===== src/rtl/inst_fetch_unit.sv =====
// IF-stage fetch engine.
// Receives the current fetch PC from the program counter and issues one instruction-memory
// request at a time. Returned instructions are buffered with their PCs in a 2-entry FIFO
// toward decode. mem_stall_o tells the program counter whether it may advance or redirect.
// A flush discards the response in flight and everything queued.
//
// Ports:
//   clk, rst        clock, synchronous active-high reset
//   pc_i            current fetch PC
//   flush_i         redirect; the PC loads its new target at the next edge
//   mem_stall_o     1 = PC holds, 0 = PC advances (or redirects) at the next edge
//   imem_req_o      request valid, imem_addr_o = pc_i, imem_gnt_i completes the handshake
//   imem_rvalid_i   in-order read response carrying imem_rdata_i
//   if_valid_o      queue head valid, head data on if_inst_o / if_pc_o
//   id_ready_i      decode accepts the head
module inst_fetch_unit #(
   parameter int unsigned XLEN   = 32,
   parameter int unsigned QDEPTH = 2
) (
   input  logic            clk,
   input  logic            rst,
   input  logic [XLEN-1:0] pc_i,
   input  logic            flush_i,
   output logic            mem_stall_o,
   output logic            imem_req_o,
   output logic [XLEN-1:0] imem_addr_o,
   input  logic            imem_gnt_i,
   input  logic            imem_rvalid_i,
   input  logic [XLEN-1:0] imem_rdata_i,
   output logic            if_valid_o,
   output logic [XLEN-1:0] if_inst_o,
   output logic [XLEN-1:0] if_pc_o,
   input  logic            id_ready_i
);

   localparam logic [1:0] QFull = 2'(QDEPTH);

   typedef enum logic [1:0] {StIdle, StReq, StWait, StDrop} state_e;

   state_e          state_q;
   logic [1:0]      count_q;
   logic [XLEN-1:0] req_pc_q;
   logic [XLEN-1:0] e0_pc_q, e0_inst_q;  // queue head
   logic [XLEN-1:0] e1_pc_q, e1_inst_q;

   logic handshake;
   logic push;
   logic pop;

   // Never request with a full queue, so every response is guaranteed a slot.
   assign imem_req_o  = (state_q == StReq) && (count_q != QFull);
   assign imem_addr_o = pc_i;
   assign handshake   = imem_req_o & imem_gnt_i;

   assign push = (state_q == StWait) & imem_rvalid_i & ~flush_i;

   // Flush always releases the PC so a redirect is never lost.
   assign mem_stall_o = ~flush_i & ~((state_q == StWait) & imem_rvalid_i);

   assign if_valid_o = (count_q != 2'd0) & ~flush_i;
   assign pop        = if_valid_o & id_ready_i;
   assign if_inst_o  = e0_inst_q;
   assign if_pc_o    = e0_pc_q;

   always_ff @(posedge clk) begin
      if (rst) begin
         state_q   <= StIdle;
         count_q   <= 2'd0;
         req_pc_q  <= '0;
         e0_pc_q   <= '0;
         e0_inst_q <= '0;
         e1_pc_q   <= '0;
         e1_inst_q <= '0;
      end else begin
         unique case (state_q)
            StIdle: state_q <= StReq;
            StReq: begin
               if (handshake) begin
                  req_pc_q <= pc_i;
                  // A flush in the grant cycle makes this response stale.
                  state_q  <= flush_i ? StDrop : StWait;
               end
            end
            StWait: begin
               if (imem_rvalid_i) begin
                  state_q <= StReq;
               end else if (flush_i) begin
                  state_q <= StDrop;
               end
            end
            StDrop: begin
               if (imem_rvalid_i) begin
                  state_q <= StReq;
               end
            end
            default: state_q <= StIdle;
         endcase

         if (flush_i) begin
            count_q <= 2'd0;
         end else begin
            case ({push, pop})
               2'b10: begin
                  if (count_q == 2'd0) begin
                     e0_pc_q   <= req_pc_q;
                     e0_inst_q <= imem_rdata_i;
                  end else begin
                     e1_pc_q   <= req_pc_q;
                     e1_inst_q <= imem_rdata_i;
                  end
                  count_q <= count_q + 2'd1;
               end
               2'b01: begin
                  // With one entry left the head keeps its last value.
                  if (count_q == 2'd2) begin
                     e0_pc_q   <= e1_pc_q;
                     e0_inst_q <= e1_inst_q;
                  end
                  count_q <= count_q - 2'd1;
               end
               2'b11: begin
                  if (count_q == 2'd2) begin
                     e0_pc_q   <= e1_pc_q;
                     e0_inst_q <= e1_inst_q;
                     e1_pc_q   <= req_pc_q;
                     e1_inst_q <= imem_rdata_i;
                  end else begin
                     e0_pc_q   <= req_pc_q;
                     e0_inst_q <= imem_rdata_i;
                  end
               end
               default: ;
            endcase
         end
      end
   end

   push_into_full: assert property (@(posedge clk) disable iff (rst) !(push && count_q == QFull));

endmodule


===== config.mk =====
export PLATFORM = sky130hd
export DESIGN_NAME = inst_fetch_unit
export DESIGN_NICKNAME = d
export VERILOG_FILES = /design/src/rtl/inst_fetch_unit.sv
export SDC_FILE = /design/constraint.sdc
export NUM_CORES = 1
export LEC_CHECK = 0
export ABC_AREA = 1
export BUFFER_PORTS_ARGS = -buffer_cell sky130_fd_sc_hd__buf_2
export CAP_MARGIN = 25
export CORE_AREA = 2 2 168 187
export DETAILED_ROUTE_END_ITERATION = 10
export DIE_AREA = 0 0 170 189
export HOLD_SLACK_MARGIN = 0.12
export SYNTH_ARGS = -nofsm -noshare
export SYNTH_HDL_FRONTEND = slang
export SYNTH_SLANG_ARGS = --single-unit
export TNS_END_PERCENT = 5

===== constraint.sdc =====
create_clock -name clk -period 3.3 [get_ports clk]
set_input_delay 0.66 -clock clk [delete_from_list [all_inputs] [get_ports clk]]
set_output_delay 0.66 -clock clk [all_outputs]
set_load 0.01 [all_outputs]

==> results of run 1 <==
cells by family after synthesis:
group                    share of synthesized area, %
AND/OR/NAND/NOR                                  27.9
flip-flops                                       43.9
buffers and inverters                            15.2
AO/OA/AOI/OAI                                    11.7
adder cells (fa/ha/maj)                          1.34
per-stage QoR:
stage	setup slack (ps)	total power [uW]	hold WS (ps)	util, %
global route	321	5280	478	30.1
floorplan	776	2740	441	-
finish	552	5030	464	30.1
global placement	358	3020	448	28.2
CTS	497	5100	465	30.1
detailed placement	272	3040	454	28.2
placed cells by master, fill, tap and decap left out, drive strengths merged:
master,Yosys,layout
nor3,3,3
clkbuf,35,18
bufinv,0,2
nand3,229,229
nor2,4,4
a21oi,168,168
nand2,238,238
buf,78,189
o21bai,1,1
and3,1,1
inv,144,151
clkinvlp,0,3
dfxtp,164,164
o21ai,4,4
o211ai,1,1
clkinv,0,2
ha,8,8
power by group through the flow:
stage / sequential [uW] / clock, uW / combinational, uW
global placement: 2210 / 0 / 818
detailed placement: 2210 / 0 / 830
CTS: 2160 / 2100 / 833
global route: 2180 / 2180 / 917
finish: 2160 / 2050 / 813
floorplan: 2210 / 0 / 527
Yosys cell counts (2+ instances only):
cell type / number / share of area, %
nor2_1: 4 / 0.20
dfxtp_1: 164 / 44
buf_4: 32 / 3.2
nor3_1: 2 / 0.13
o21ai_0: 4 / 0.27
nand3_1: 228 / 15
a21oi_1: 168 / 11
nand2_1: 238 / 12
inv_1: 143 / 7.2
buf_1: 4 / 0.20
buf_2: 42 / 2.8
ha_1: 8 / 1.3
clkbuf_1: 35 / 1.8
metal layers:
metal / track usage, % / vias to the layer above / wire length [um]
li1: - / 3620 / -
met3: 2.78 / 17 / 1310
met1: 17.3 / 3286 / 9980
met5: 0 / - / 0
met4: 4.44 / 0 / 265
met2: 24.0 / 252 / 10800
worst max-delay path, stage by stage (launching register included):
cell     delay (ps)
dfxtp_1         340
inv_1            60
ha_1            160
inv_1            70
nor3_1          390
ha_1            240
inv_1            70
o21ai_4         670
nand2_2         110
buf_4           320
nand2_1         120
a21oi_1          60
flip-flops by register name, indices dropped and copies added (netlist names):
register and flops:
count_q 2, e1_inst_q 32, e1_pc_q 32, if_inst_o 32, if_pc_o 32, req_pc_q 32
state_q 2
worst paths after layout:
| path | startpoint | slack [ps] | end |
|---|---|---|---|
| min | e1_pc_q[30] | 460 | e1_pc_q[30] |
| min reg2reg | e1_pc_q[30] | 460 | e1_pc_q[30] |
| max reg2reg | state_q[0] | 550 | e1_inst_q[18] |
| max | state_q[0] | 550 | e1_inst_q[18] |
layout make-up:
cell class	count	area [um2]	share of cell area (%)
inverter	144	541	5.94
multi-input combinational	657	3130	34.4
tap	379	474	5.21
sequential	164	3280	36.1
timing repair buffer	189	1080	11.8
clock inverter	14	163	1.79
clock buffer	18	429	4.72
==> results.json, run 1 <==
{
  "status": "finished clean",
  "die_width_um": 170,
  "synth_seq_cells": 164,
  "ys_seq_area_share_pct": 43.9,
  "placed_cells": 1533,
  "post-cts-setup-buffers": 0,
  "clkPwrFrac_pct": 40.8,
  "syn_to_final_growth_pct": 21.6,
  "rsz0062_at_grt": "false",
  "yosysUniqueCellTypes": 19,
  "post_cts_resized": 0,
  "antenna_found_initial": 0,
  "worstSetupEndpointType": "flip-flop",
  "cp.arrival_ps": 3050,
  "setup_violations": 0,
  "period_needed_ps": 2750,
  "cts_root_buf": "clkbuf_16",
  "place.detailed.hpwl_um": 14600,
  "swShare_pct": 30.3,
  "slew_headroom_pct": 41.6,
  "htreeDepth": 4,
  "cts.sinks": 164,
  "period_share_pct": 83.3,
  "synth.avg_cell_area_um2": 6.94,
  "post_drt_wl_per_cell_um": 14.3,
  "postLayoutCellArea_um2": 9100,
  "cellPowerDensity_nw_per_um2": 552,
  "p_leak_uw": 0.00386,
  "max_freq_mhz": 364,
  "finClkSkew_ps": 13.3,
  "finalHoldViolCount": 0,
  "synth_edf_count": 0,
  "synth_ff_type": "dfxtp_1",
  "ys_async_sr_fraction_pct": 0,
  "dpl_cell_area_um2": 8510,
  "antenna_cells": 0,
  "grt_use_total_pct": 13.9,
  "synth_nets": 1156,
  "finalNonFillerCells": 1565,
  "place.gp.congestion": 0.780,
  "drt_iter0_drc": 503,
  "grt_max_degree": 83,
  "rows": 67,
  "overflow": 0,
  "cap_violations": 0,
  "start_util_pct": 24.8,
  "hold_depth": 2,
  "yosys_warnings": 0,
  "clkTransAtPathRegs_ps": 70,
  "tightest_slew_ps": 873,
  "seqPwrFrac_pct": 43.0,
  "nNetsFinal": 1251,
  "rr_worst_depth": 11,
  "grt_pass1_wl_um": 35100,
  "hold_buffers": 0,
  "cts_tree": "done",
  "worst-path-max-fanout": 40,
  "power_frac_comb_pct": 16.2,
  "port_buffers": 168,
  "ant_nets": 0,
  "setup.worst_path.class": "flip-flop to flip-flop",
  "firstDrtPassIters": 5,
  "clk_path_buf_depth": 2,
  "netlist_instances": 1078,
  "vias": 7175,
  "wirelength_um": 22300,
  "p_switching_uw": 1520,
  "numCtsBuffers": 17,
  "drc": 0,
  "tns_ps": 0,
  "worst_ep_required_time_ps": 3600,
  "worstSkewPairLatency_ps": 430,
  "io_pins": 169,
  "core_area_um2": 30200,
  "drive_gt1_share_pct": 19.4,
  "cp-start-kind": "flip-flop",
  "die_h_um": 189,
  "peakVddDrop_mv": 0.267,
  "avgViaCountPerCell": 4.58,
  "die_area_um2": 32100,
  "hold_path.class": "flip-flop to flip-flop",
  "first_global_vias": 6635,
  "synth.cell_area_um2": 7480,
  "drv_slew": 0,
  "nFillCells": 3276,
  "internal_power_uw": 3500
}
No activity file was read; power rests on OpenSTA's default activity.
==> inputs of run 2 (changes only) <==
==> constraint.sdc (replaced) <==
create_clock -name clk -period 2.7 [get_ports clk]
set_input_delay 0.54 -clock clk [delete_from_list [all_inputs] [get_ports clk]]
set_output_delay 0.54 -clock clk [all_outputs]
set_load 0.01 [all_outputs]
==> run 2 against run 1 <==
Final cell count rose by 0.19%; critical path depth is the same; worst setup slack lost 180 ps; first-iteration DRC count grew 3.8%; flip-flop and latch count unchanged; cell area grew 0.77%; largest power group unchanged.
==> results.json, run 2 (synthesis gave the netlist of run 1 again) <==
{
  "clk_path_buf_depth": 2,
  "grt_max_degree": 66,
  "r2r-start": "state_q[0]",
  "rr_worst_depth": 11,
  "period_needed_ps": 2330,
  "worstHoldStart": "pc_i[6]",
  "setup_violations": 0,
  "final_common_cell": "nand2_1",
  "finalNonFillerCells": 1568,
  "core_area_um2": 30200,
  "period_share_pct": 86.3,
  "p_leak_uw": 0.00390,
  "die_width_um": 170,
  "cp_slowest_cell": "dfxtp_1",
  "slew_headroom_pct": 65.4,
  "max_freq_mhz": 429,
  "holdPathEnd": "req_pc_q[6]",
  "antenna_cells": 0,
  "firstDrtPassIters": 5,
  "io_pins": 169,
  "nFillCells": 3290,
  "wirelength_um": 22000,
  "nNetsFinal": 1254,
  "worstSetupEndpointType": "flip-flop",
  "numCtsBuffers": 17,
  "vias": 7137,
  "tightest_slew_ps": 518,
  "worstSkewPairLatency_ps": 450,
  "htreeDepth": 4,
  "reg2reg_slack_ps": 370,
  "cellPowerDensity_nw_per_um2": 671,
  "place.detailed.hpwl_um": 14700,
  "crit_chain": "inv_1, ha_1, inv_1, nor3_1, buf_4, ha_1, nand3_1, o21ai_4, buf_4, nand3_1, a21oi_1",
  "cts_root_buf": "clkbuf_16",
  "finalHoldViolCount": 0,
  "cpPeakStageDelay_ps": 340,
  "critPathLaunch": "state_q[0]",
  "placed_cells": 1536,
  "post-cts-setup-buffers": 0,
  "grt_pass1_wl_um": 35500,
  "drc": 0,
  "setup.worst_path.class": "flip-flop to flip-flop",
  "reg2reg_to": "e1_pc_q[31]",
  "overflow": 0,
  "cts_tree": "done",
  "clkTransAtPathRegs_ps": 70,
  "worst_ep_required_time_ps": 3060,
  "die_area_um2": 32100,
  "hold_buffers": 0,
  "peakVddDrop_mv": 0.333,
  "tns_ps": 0,
  "die_h_um": 189,
  "syn_to_final_growth_pct": 22.5,
  "layout_common_cells": "nand2_1, nand3_1, buf_2, a21oi_1, dfxtp_1",
  "cp-start-kind": "flip-flop",
  "status": "finished clean",
  "worst-path-max-fanout": 24,
  "cp.arrival_ps": 2700,
  "multiInputGateArea_um2": 3130,
  "cts.sinks": 164,
  "rows": 67,
  "finClkSkew_ps": 19.3,
  "grt_use_total_pct": 14.1,
  "post_drt_wl_per_cell_um": 14.1,
  "start_util_pct": 24.8,
  "hold_path.class": "primary input to flip-flop",
  "drv_slew": 0,
  "hold_depth": 3,
  "final_util_pct": 30.4,
  "rsz0062_at_grt": "false",
  "drive_gt1_share_pct": 19.7,
  "ant_nets": 0,
  "avgViaCountPerCell": 4.55,
  "first_global_vias": 6780,
  "cap_violations": 0,
  "drt_iter0_drc": 522,
  "port_buffers": 168,
  "post_cts_resized": 0,
  "place.gp.congestion": 0.761,
  "register_area_um2": 3280,
  "antenna_found_initial": 0
}
-- run 2: cell count changes in the layout (fill, tap and decap cells not counted), moves of 2 or more --
cell      change
buf_12        +3
clkinv_4      +3
inv_6         -3
clkbuf_8      +2
-- run 2: final cells by class --
class,count,share of cell area [%]
clock buffers,19,4.94
clock inverters,13,1.62
repair buffers,192,12.4
inverters,144,5.90
well taps,379,5.17
flip-flops and latches,164,35.8
multi-input cells,657,34.2
-- run 2: worst max-delay path by stage --
stage	endpoint	slack [ps]	cells after the start
CTS	e1_pc_q[2]	360	12
detailed placement	if_pc_o[20]	270	11
global placement	e1_pc_q[31]	330	9
global route	e1_pc_q[31]	100	11
finish	e1_pc_q[31]	370	11
floorplan	if_inst_o[24]	300	12
-- run 2: critical path: cells and delay by family (launching register included) --
kind / cells / cell delay [ps]
AO/OA/AOI/OAI: 2 / 300
AND/OR/NAND/NOR: 3 / 550
buffers and inverters: 4 / 630
flip-flops: 1 / 340
adder cells (fa/ha/maj): 2 / 430
-- run 2: where the power goes --
part	internal [uW]	total [uW]	switching, uW	leakage [uW]
Clock	1430	2500	1070	0.000292
Combinational	352	1010	656	0.00228
Sequential	2560	2640	87.5	0.00132
-- run 2: per-stage QoR --
step | worst slack (ps) | total power [uW] | instance area [um2] | hold WS [ps]
6_report | 369 | 6150 | 9170 | 374
5_1_grt | 102 | 6470 | 9170 | 368
4_1_cts | 363 | 6240 | 9170 | 359
3_5_place_dp | 266 | 3730 | 8570 | 453
3_3_place_gp | 326 | 3710 | 8570 | 448
2_1_floorplan | 296 | 3340 | 7480 | 441
-- run 2: layer usage --
metal / share of wire (%) / up-vias / global-route usage (%)
met3: 5.2 / 16 / 2.99
met4: 1.1 / 0 / 4.01
met1: 45 / 3318 / 17.1
met2: 49 / 186 / 25.0
li1: - / 3617 / -
met5: 0 / - / 0
